==> src/rtl/pacman_pkg.sv <==
// Shared types and keyboard decode for the Pac-Man wall guard.
package pacman_pkg;

    typedef enum logic [1:0] {
        UP    = 2'd0,
        DOWN  = 2'd1,
        LEFT  = 2'd2,
        RIGHT = 2'd3
    } dir_t;

    typedef enum logic [1:0] {
        SCAN   = 2'd0,
        COMMIT = 2'd1,
        UPDATE = 2'd2
    } state_t;

    localparam logic [7:0] KEY_W = 8'h1A;
    localparam logic [7:0] KEY_S = 8'h16;
    localparam logic [7:0] KEY_A = 8'h04;
    localparam logic [7:0] KEY_D = 8'h07;

    typedef struct packed {
        logic valid;
        dir_t dir;
    } key_req_t;

    // Maps a USB keycode to a heading request; unknown keys are flagged invalid.
    function automatic key_req_t key2dir(input logic [7:0] key);
        key_req_t r;
        r.valid = 1'b1;
        r.dir   = UP;
        case (key)
            KEY_W:   r.dir = UP;
            KEY_S:   r.dir = DOWN;
            KEY_A:   r.dir = LEFT;
            KEY_D:   r.dir = RIGHT;
            default: r.valid = 1'b0;
        endcase
        return r;
    endfunction

endpackage

==> src/rtl/pacman_wall_guard_probe.sv <==
// Flags a wall pixel landing inside one rectangular probe strip (inclusive, signed bounds).
module pac_probe_strip (
    input  logic signed [10:0] x_lo,
    input  logic signed [10:0] x_hi,
    input  logic signed [10:0] y_lo,
    input  logic signed [10:0] y_hi,
    input  logic        [9:0]  DrawX,
    input  logic        [9:0]  DrawY,
    input  logic               wall_on,
    output logic               hit
);

    logic signed [10:0] px;
    logic signed [10:0] py;

    assign px = signed'({1'b0, DrawX});
    assign py = signed'({1'b0, DrawY});

    // Raster pixel is a wall and falls within the strip rectangle.
    always_comb begin
        hit = wall_on && (px >= x_lo) && (px <= x_hi) && (py >= y_lo) && (py <= y_hi);
    end

endmodule

==> src/rtl/pacman_wall_guard.sv <==
// Pac-Man movement guard: probes the raster around Pac-Man each frame and only
// steps into directions whose probe strip stayed wall-free for the whole frame.
module pacman_wall_guard
    import pacman_pkg::*;
#(
    parameter logic [9:0] START_X = 10'd60,
    parameter logic [9:0] START_Y = 10'd60,
    parameter logic [9:0] RADIUS  = 10'd8,
    parameter logic [9:0] STEP    = 10'd1
) (
    input  logic       Clk,
    input  logic       Reset_n,
    input  logic       frame_clk,
    input  logic [9:0] DrawX,
    input  logic [9:0] DrawY,
    input  logic       wall_on,
    input  logic [7:0] keycode,
    output logic [9:0] PacX,
    output logic [9:0] PacY,
    output logic [1:0] dir,
    output logic       moving,
    output logic [3:0] blocked
);

    localparam logic signed [10:0] R_S     = signed'({1'b0, RADIUS});
    localparam logic signed [10:0] STEP_S  = signed'({1'b0, STEP});
    localparam logic        [9:0]  MIN_POS = RADIUS + STEP;
    localparam logic        [9:0]  MAX_X   = 10'd639 - RADIUS - STEP;
    localparam logic        [9:0]  MAX_Y   = 10'd479 - RADIUS - STEP;
    localparam logic signed [10:0] MIN_S   = signed'({1'b0, MIN_POS});
    localparam logic signed [10:0] MAX_X_S = signed'({1'b0, MAX_X});
    localparam logic signed [10:0] MAX_Y_S = signed'({1'b0, MAX_Y});

    state_t     state_q, state_d;
    dir_t       dir_q, dir_d, nd;
    logic [9:0] pos_x, pos_y, pos_x_d, pos_y_d;
    logic [3:0] hit_q, hit_d, blocked_q, blocked_d, hit_now;
    logic       primed_q, primed_d, moving_q, moving_d;
    logic       fc_q, fedge, clamp_hit;
    key_req_t   req;

    logic signed [10:0] px_s, py_s, cand_x, cand_y;
    logic signed [10:0] x_lo [4];
    logic signed [10:0] x_hi [4];
    logic signed [10:0] y_lo [4];
    logic signed [10:0] y_hi [4];

    assign px_s    = signed'({1'b0, pos_x});
    assign py_s    = signed'({1'b0, pos_y});
    assign fedge   = frame_clk & ~fc_q;
    assign PacX    = pos_x;
    assign PacY    = pos_y;
    assign dir     = dir_q;
    assign moving  = moving_q;
    assign blocked = blocked_q;

    // STEP-deep strips hugging each side of the Pac-Man box.
    always_comb begin
        x_lo[UP]    = px_s - R_S;            x_hi[UP]    = px_s + R_S;
        y_lo[UP]    = py_s - R_S - STEP_S;   y_hi[UP]    = py_s - R_S - 11'sd1;
        x_lo[DOWN]  = px_s - R_S;            x_hi[DOWN]  = px_s + R_S;
        y_lo[DOWN]  = py_s + R_S + 11'sd1;   y_hi[DOWN]  = py_s + R_S + STEP_S;
        x_lo[LEFT]  = px_s - R_S - STEP_S;   x_hi[LEFT]  = px_s - R_S - 11'sd1;
        y_lo[LEFT]  = py_s - R_S;            y_hi[LEFT]  = py_s + R_S;
        x_lo[RIGHT] = px_s + R_S + 11'sd1;   x_hi[RIGHT] = px_s + R_S + STEP_S;
        y_lo[RIGHT] = py_s - R_S;            y_hi[RIGHT] = py_s + R_S;
    end

    for (genvar g = 0; g < 4; g++) begin : g_probe
        pac_probe_strip u_probe (
            .x_lo    (x_lo[g]),
            .x_hi    (x_hi[g]),
            .y_lo    (y_lo[g]),
            .y_hi    (y_hi[g]),
            .DrawX   (DrawX),
            .DrawY   (DrawY),
            .wall_on (wall_on),
            .hit     (hit_now[g])
        );
    end

    // State, position and flag registers with synchronous active-low reset.
    always_ff @(posedge Clk) begin
        if (!Reset_n) begin
            state_q   <= SCAN;
            fc_q      <= 1'b0;
            pos_x     <= START_X;
            pos_y     <= START_Y;
            dir_q     <= RIGHT;
            moving_q  <= 1'b0;
            blocked_q <= '0;
            hit_q     <= '0;
            primed_q  <= 1'b0;
        end else begin
            state_q   <= state_d;
            fc_q      <= frame_clk;
            pos_x     <= pos_x_d;
            pos_y     <= pos_y_d;
            dir_q     <= dir_d;
            moving_q  <= moving_d;
            blocked_q <= blocked_d;
            hit_q     <= hit_d;
            primed_q  <= primed_d;
        end
    end

    // Scan/commit/update sequencing, turn arbitration and clamped move.
    always_comb begin
        state_d   = state_q;
        pos_x_d   = pos_x;
        pos_y_d   = pos_y;
        dir_d     = dir_q;
        moving_d  = moving_q;
        blocked_d = blocked_q;
        hit_d     = hit_q;
        primed_d  = primed_q;
        req       = key2dir(keycode);
        nd        = dir_q;
        cand_x    = px_s;
        cand_y    = py_s;
        clamp_hit = 1'b0;
        case (state_q)
            SCAN: begin
                hit_d = hit_q | hit_now;
                if (fedge) state_d = COMMIT;
            end
            COMMIT: begin
                // hit_now folded in so a wall seen in this very cycle still counts
                blocked_d = hit_q | hit_now;
                hit_d     = '0;
                state_d   = UPDATE;
            end
            UPDATE: begin
                state_d = SCAN;
                if (!primed_q) begin
                    primed_d = 1'b1;
                    moving_d = 1'b0;
                end else begin
                    if (req.valid && !blocked_q[req.dir]) nd = req.dir;
                    dir_d = nd;
                    if (blocked_q[nd]) begin
                        moving_d = 1'b0;
                    end else begin
                        case (nd)
                            UP:      cand_y = py_s - STEP_S;
                            DOWN:    cand_y = py_s + STEP_S;
                            LEFT:    cand_x = px_s - STEP_S;
                            default: cand_x = px_s + STEP_S;
                        endcase
                        if (cand_x < MIN_S) begin
                            pos_x_d = MIN_POS; clamp_hit = 1'b1;
                        end else if (cand_x > MAX_X_S) begin
                            pos_x_d = MAX_X;   clamp_hit = 1'b1;
                        end else begin
                            pos_x_d = cand_x[9:0];
                        end
                        if (cand_y < MIN_S) begin
                            pos_y_d = MIN_POS; clamp_hit = 1'b1;
                        end else if (cand_y > MAX_Y_S) begin
                            pos_y_d = MAX_Y;   clamp_hit = 1'b1;
                        end else begin
                            pos_y_d = cand_y[9:0];
                        end
                        moving_d = !clamp_hit;
                    end
                end
            end
            default: state_d = SCAN;
        endcase
    end

endmodule

==> config.mk <==
export PLATFORM = sky130hd
export DESIGN_NAME = pacman_wall_guard
export DESIGN_NICKNAME = d
export VERILOG_FILES = /design/src/rtl/pacman_pkg.sv /design/src/rtl/pacman_wall_guard_probe.sv /design/src/rtl/pacman_wall_guard.sv
export SDC_FILE = /design/constraint.sdc
export NUM_CORES = 1
export LEC_CHECK = 0
export ABC_AREA = 1
export CORE_MARGIN = 4
export CORE_UTILIZATION = 47
export DETAILED_ROUTE_END_ITERATION = 10
export DONT_BUFFER_PORTS = 1
export PLACE_DENSITY = 0.68
export SYNTH_ARGS = -nofsm -noshare
export SYNTH_HDL_FRONTEND = slang
export SYNTH_SLANG_ARGS = --single-unit
export TNS_END_PERCENT = 20
==> constraint.sdc <==
create_clock -name Clk -period 4.4 [get_ports Clk]
set_input_delay 0.88 -clock Clk [delete_from_list [all_inputs] [get_ports Clk]]
set_output_delay 0.88 -clock Clk [all_outputs]
set_load 0.01 [all_outputs]
==> results.toml, run 1 <==
[status]
outcome = "finished, final reports clean"

[floorplan]
dieWidth_um = 114
die_area_mm2 = 0.0131
design.core.area_mm2 = 0.0109
row_count = 38
start_util = 0.486
io_pins = 59
fp.dieH_um = 114

[clocking]
cts_tree = "built"
cts_max_level = 2
clock-root-buffer = "clkbuf_16"
clockBufferDepth = 2
clk_latency_ps = 280
clock-sinks = 35
numCtsBuffers = 5
clk_pin_slew_ps = 60

[cells_and_area]
diodes = 0
post-route-util = 0.514
finalNonFillerCells = 968
fillerInstances = 1130
design_area_mm2 = 0.00562
syn_to_final_growth_pct = 5.84
nets = 935
layout-drive-gt1-share = 0.0640

[timing]
hold_slack_ps = 387
fin_crit_ps = 4080
fin_skew_ps = 5.41
fin_tns_setup_ps = 0
tightestPinTransition_ps = 677
hold_violations = 0
slew-limit-headroom = 0.548
setup_viol = 0
timing.final.ws_setup_ps = 324
max_freq_mhz = 245
report.final.slew_viol_count = 0
period_share = 0.926

[placement]
dp_slack_ps = 71.0
placed_area_mm2 = 0.00545
gp_congestion = 0.877
place_hpwl_um = 10700
dp_cells = 959
io_buffers = 0

[drt]
drc = 0
avgRoutedWirePerCell_um = 13.5
dr.first_iter.drc_count = 282
vias_per_cell = 5.18
wirelength_um = 13100
dr.pass1.iters = 5
ant_nets = 0
vias = 5012

[critical_path]
cp-end-kind = "flop"
worst-setup-path-type = "in -> reg"
crit_path_start_kind = "input port"
crit_arrival_ps = 4210
cp.required_ps = 4530
cp_max_fo = 10

[synth]
synth_common_cells = "191 x nand2_1, 111 x inv_1, 74 x ha_1, 60 x nor2_1, 59 x nand3_1"
synth_area_leaders = "ha_1 17%, nand2_1 13%, dfxtp_1 13%"
yosysTopAreaCellShare = 0.174
synth_ff_type = "dfxtp_1"
synth-edff-count = 0
synth_area_leader_cell = "ha_1"
synth_cell_types = 45
synth_async_sr_flop_share = 0
yosysMostFrequentCell = "nand2_1"
syn-cell-area_mm2 = 0.00531
yosysWarnings = 0
syn_nets = 936
ys_seq_area_frac = 0.132
syn_area_per_cell_um2 = 6.41
ys_ff_latch = 35
syn_inst = 828

[power]
power.leakage_nw = 2.65
peakVddDrop_v = 0.000160
total_power_mw = 0.802
p_per_area_mw_per_mm2 = 143

[flow_run]
cap_violations = 0

[grt]
grt_pass1_wl_um = 21900
grt_usage = 0.201
grt_pass1_vias = 4566
antenna_found_initial = 0
overflow = 0
grt_max_degree = 26

[worst_hold_path]
hp-class = "reg -> reg"
[sequential cells by signal, indices dropped and copies added, names as in the netlist]
signal and flops:
fc_q 1, blocked 4, state_q 2, PacX 10, PacY 10, primed_q 1
dir 2, hit_q 4, moving 1
[per-layer routing]
metal	wire length (um)	track usage
met1	6830	0.301
met2	5540	0.306
met3	610	0.0365
met4	80	0.0293
met5	0	0
[cells by family (layout without fill, tap and decap cells)]
family / Yosys count / in the layout / synth area share
flops: 35 / 35 / 0.132
simple gates: 392 / 392 / 0.338
compound gates: 120 / 120 / 0.127
fa+ha+maj: 76 / 76 / 0.182
buf+inv: 131 / 131 / 0.0994
xor+xnor: 74 / 74 / 0.122
[placed cells by master, fill, tap and decap left out, types with 7 or more instances in the layout]
cell type	Yosys	layout
buf_4	0	8
nand4_1	20	20
xor2_1	52	52
dfxtp_1	35	35
o21ai_0	29	29
ha_1	74	73
nor2_1	60	59
nand2_1	191	190
inv_1	111	111
o21ai_1	12	10
nand3_1	59	59
nor3_1	25	24
xnor2_1	22	22
a21oi_1	52	52
a31oi_1	7	7
nand2_2	9	10
[cell type report]
type / instances / area [um^2] / share of cell area
inverters: 115 / 434 / 0.0772
clock buffers: 6 / 129 / 0.0229
flip-flops and latches: 35 / 701 / 0.125
multi-input cells: 662 / 4110 / 0.731
clock inverters: 2 / 12.5 / 0.00223
well taps: 140 / 175 / 0.0312
repair buffers: 8 / 60.1 / 0.0107
[path summary, 6_finish.rpt]
kind | startpoint | endpoint | slack [ps] | depth (start not counted)
setup / recovery | keycode[6] | moving | 320 | 27
setup reg to reg | blocked[0] | moving | 840 | 22
hold reg to reg | fc_q | state_q[0] | 390 | 1
hold / removal | fc_q | state_q[0] | 390 | 1
[worst max-delay path: stages]
cell	delay, ps
inv_1	30
nand2_1	60
nor2_1	130
nand2_1	120
nand2_2	110
nand2_2	70
nand3_4	160
nand2_2	100
nand2_1	140
o21ai_4	110
nor2_1	100
buf_4	190
inv_1	70
fa_1	400
inv_1	110
nand4_1	100
nand3_1	140
nand3_1	130
nor2_1	110
nor3_1	60
nand3b_1	150
nand2_1	160
nand2_1	110
a21oi_2	260
nor2_1	80
nand2_1	70
a21oi_1	50
[report_power, final]
part / internal, mW / switching (mW)
Clock: 0.209 / 0.132
Sequential: 0.321 / 0.00642
Combinational: 0.0554 / 0.0789
[repair_timing]
| item | 4_1_cts | 5_1_grt |
|---|---|---|
| hold buffers | 0 | 0 |
| buffers inserted | 0 | 1 |
| endpoints found under the setup margin | 0 | 16 |
| gates resized for setup | 0 | 7 |
(Power assumes the default switching activity.)
==> run 2: changes to the inputs <==
SYNTH_HIERARCHICAL = 1   (was not set)
==> results.toml, run 2 <==
[status]
outcome = "finished, final reports clean"

[cells_and_area]
final_cell_mix = "345 x nand2_1, 301 x inv_1, 190 x ha_1"
final_common_cell = "nand2_1"
finalNonFillerCells = 1663
nets = 1657
syn_to_final_growth_pct = 5.29
post-route-util = 0.507
layout-drive-gt1-share = 0.0816
diodes = 0
fillerInstances = 1906

[timing]
period_share = 0.886
fin_skew_ps = 5.88
report.final.slew_viol_count = 0
slew-limit-headroom = 0.500
rsz0062_at_grt = "no"
timing.final.ws_setup_ps = 503
hold_slack_ps = 386
max_freq_mhz = 257
fin_crit_ps = 3900
setup_viol = 0
fin_tns_setup_ps = 0
hold_violations = 0
tightestPinTransition_ps = 742

[grt]
grt_usage = 0.222
grt_max_degree = 25
antenna_found_initial = 0
grt_pass1_vias = 7986
grt_pass1_wl_um = 37900
overflow = 0

[clocking]
clockBufferDepth = 2
cts.repair.resized = 0
clk_pin_slew_ps = 60
clock-sinks = 35
cts_max_level = 2
post_cts_buffers = 0
clk_latency_ps = 280
hold_buffers = 0
numCtsBuffers = 5
cts_tree = "built"
clock-root-buffer = "clkbuf_16"

[placement]
io_buffers = 0
dp_slack_ps = 233
place_hpwl_um = 18900
dp_cells = 1655
gp_congestion = 0.905

[synth]
syn_inst = 1429
ys_ff_latch = 35
ys_seq_area_frac = 0.0805
syn-cell-area_mm2 = 0.00871
syn_nets = 1653
yosysTopAreaCellShare = 0.273
synth_area_leader_cell = "ha_1"
synth_async_sr_flop_share = 0
synth_common_cells = "345 x nand2_1, 301 x inv_1, 190 x ha_1, 89 x nor2_1, 82 x a21oi_1"
synth_ff_type = "dfxtp_1"
synth_area_leaders = "ha_1 27%, nand2_1 15%, inv_1 13%"
synth_cell_types = 46
syn_area_per_cell_um2 = 6.09
yosysMostFrequentCell = "nand2_1"
yosysWarnings = 6
synth-edff-count = 0

[floorplan]
design.core.area_mm2 = 0.0181
dieWidth_um = 144
die_area_mm2 = 0.0208
io_pins = 59
fp.dieH_um = 144
start_util = 0.481
row_count = 49

[drt]
dr.first_iter.drc_count = 489
drc = 0
dr.pass1.iters = 5
vias_per_cell = 5.11
avgRoutedWirePerCell_um = 13.6
ant_nets = 0
vias = 8504
wirelength_um = 22700

[critical_path]
crit_path_start_kind = "input port"
cp_max_fo = 10
reg2reg_depth = 19
worst-setup-path-type = "in -> reg"
worst_path_largest_cell_delay_ps = 320
crit_arrival_ps = 4060
cpMostUsedCell = "nand2_1"
critPathSlowestCell = "ha_1"
cp.required_ps = 4560
cp-end-kind = "flop"

[worst_hold_path]
hold_depth = 1
hp-class = "reg -> reg"

[power]
power.leakage_nw = 4.96
peakVddDrop_v = 0.000178
p_per_area_mw_per_mm2 = 112

[flow_run]
cap_violations = 0
run 2: cell count changes in the layout (fill, tap and decap cells not counted), moves of 21 or more:
cell,before,now
inv_1,111,301
nand2_1,190,345
ha_1,73,190
a21oi_1,52,82
nor2_1,59,89
inv_2,3,24
run 2: critical path: cells and delay by family:
family / cells / cell delay [ps]
buffers and inverters: 4 / 310
adder cells (fa/ha/maj): 1 / 320
AND/OR/NAND/NOR: 22 / 2030
AO/OA/AOI/OAI: 3 / 480
run 2: final timing paths:
check	from	end	slack (ps)
worst max register to register	PacX[4]	blocked[3]	660
worst min-delay path	fc_q	state_q[0]	390
worst max-delay path	keycode[6]	PacX[4]	500
worst min register to register	fc_q	state_q[0]	390
run 2: metrics by stage:
step	instance area [um^2]	total power [mW]
floorplan	8710	0.567
global placement	9000	0.614
detailed placement	9000	0.623
CTS	9170	1.02
global route	9170	1.09
finish	9170	1.02
run 2: per-layer routing:
metal,up-vias,track usage,routed length [um]
met4,0,0.0496,455
met1,3780,0.297,10800
met3,35,0.0291,1220
met2,178,0.379,10200
met5,-,0,0
li1,4511,-,-
run 2: final cells by class:
type	count	area, um^2	area share
inverter	332	1250	0.136
multi-input combinational	1044	6650	0.725
sequential	35	701	0.0764
clock inverter	3	43.8	0.00478
tap	229	287	0.0313
timing repair buffer	15	113	0.0123
clock buffer	5	125	0.0137
run 2: where the power goes:
part | internal, mW | switching (mW)
Combinational | 0.120 | 0.175
Clock | 0.267 | 0.137
Sequential | 0.321 | 0.00319
run 2: logic make-up after synthesis:
logic type | synth area share
buffers and inverters | 0.156
adders and majority gates | 0.278
xor gates and xnor gates | 0.0594
AOI/OAI and AO/OA | 0.105
DFF | 0.0805
and+or+nand+nor | 0.322
==> run 3: changes to the inputs <==
PLACE_DENSITY = 0.67   (was 0.68)
==> results.toml, run 3 (same netlist as run 2, synthesis figures left out) <==
[clocking]
clockBufferDepth = 2
numCtsBuffers = 5
clk_latency_ps = 280
hold_buffers = 0
cts.repair.resized = 0
cts_max_level = 2
post_cts_buffers = 0
clock-sinks = 35
clock-root-buffer = "clkbuf_16"
clk_pin_slew_ps = 60
cts_tree = "built"

[timing]
setup_viol = 0
period_share = 0.885
tightestPinTransition_ps = 639
slew-limit-headroom = 0.569
fin_crit_ps = 3890
fin_tns_setup_ps = 0
rsz0062_at_grt = "no"
hold_violations = 0
max_freq_mhz = 257
hold_slack_ps = 394
fin_skew_ps = 3.07
report.final.slew_viol_count = 0

[drt]
dr.pass1.iters = 5
dr.first_iter.drc_count = 482
ant_nets = 0
vias = 8417
vias_per_cell = 5.06
drc = 0
wirelength_um = 22500
avgRoutedWirePerCell_um = 13.5

[critical_path]
cp.required_ps = 4570
cpMostUsedCell = "nand2_1"
worst-setup-path-type = "in -> reg"
path_buf_inv = 4
crit_family = "simple AND/OR/NAND/NOR gates"
worst_path_largest_cell_delay_ps = 380
cp-end-kind = "flop"
rrSetupSlack_ps = 600
crit_arrival_ps = 4060
cp_max_fo = 10
crit_path_start_kind = "input port"
critPathSlowestCell = "ha_1"

[status]
outcome = "finished, final reports clean"

[power]
peakVddDrop_v = 0.000224
power.leakage_nw = 4.97
p_per_area_mw_per_mm2 = 112

[grt]
grt_pass1_wl_um = 37100
antenna_found_initial = 0
grt_max_degree = 19
grt_pass1_vias = 7768
grt_usage = 0.216
overflow = 0

[floorplan]
row_count = 49
io_pins = 59
design.core.area_mm2 = 0.0181
start_util = 0.481
fp.dieH_um = 144
die_area_mm2 = 0.0208
dieWidth_um = 144

[cells_and_area]
final_common_cell = "nand2_1"
nets = 1658
syn_to_final_growth_pct = 5.38
fillerInstances = 1922
diodes = 0
final_cell_mix = "345 x nand2_1, 301 x inv_1, 190 x ha_1"
layout-drive-gt1-share = 0.0822

[placement]
place_hpwl_um = 18700
gp_congestion = 0.912
io_buffers = 0

[worst_hold_path]
hp-class = "reg -> reg"

[flow_run]
cap_violations = 0
[run 3: metrics by stage]
stage | instance area (um^2) | instances | setup WS [ps] | total power [mW] | util
after floorplan | 8710 | 1429 | 579 | 0.567 | -
after global placement | 9000 | 1656 | 315 | 0.616 | 0.498
after detailed placement | 9000 | 1656 | 223 | 0.623 | 0.498
after CTS | 9170 | 1664 | 502 | 1.02 | 0.507
after global routing | 9170 | 1664 | 39.6 | 1.09 | 0.507
final | 9170 | 1664 | 505 | 1.02 | 0.507
[run 3: path summary, 6_finish.rpt]
check / endpoint / from / depth (start not counted)
min: state_q[0] / fc_q / 1
max reg2reg: hit_q[2] / PacX[3] / 17
min reg2reg: state_q[0] / fc_q / 1
max: PacX[3] / keycode[6] / 29
[run 3: power by group]
| part | internal (mW) | switching (mW) |
|---|---|---|
| clock network | 0.267 | 0.138 |
| logic | 0.120 | 0.176 |
| registers | 0.321 | 0.00288 |
[run 3: final cells by class]
| cell class | count | area (um^2) | share of cell area |
|---|---|---|---|
| clock inverters | 3 | 43.8 | 0.00477 |
| multi-input cells | 1044 | 6650 | 0.725 |
| well taps | 229 | 287 | 0.0312 |
| inverters | 332 | 1250 | 0.136 |
| flip-flops and latches | 35 | 701 | 0.0764 |
| repair buffers | 16 | 120 | 0.0131 |
| clock buffers | 5 | 125 | 0.0136 |
[run 3: layer usage]
layer / vias up / wire [um] / global-route usage
li1: 4518 / - / -
met1: 3696 / 11000 / 0.298
met2: 170 / 9760 / 0.350
met3: 33 / 1280 / 0.0403
met4: 0 / 412 / 0.0505
met5: - / 0 / 0
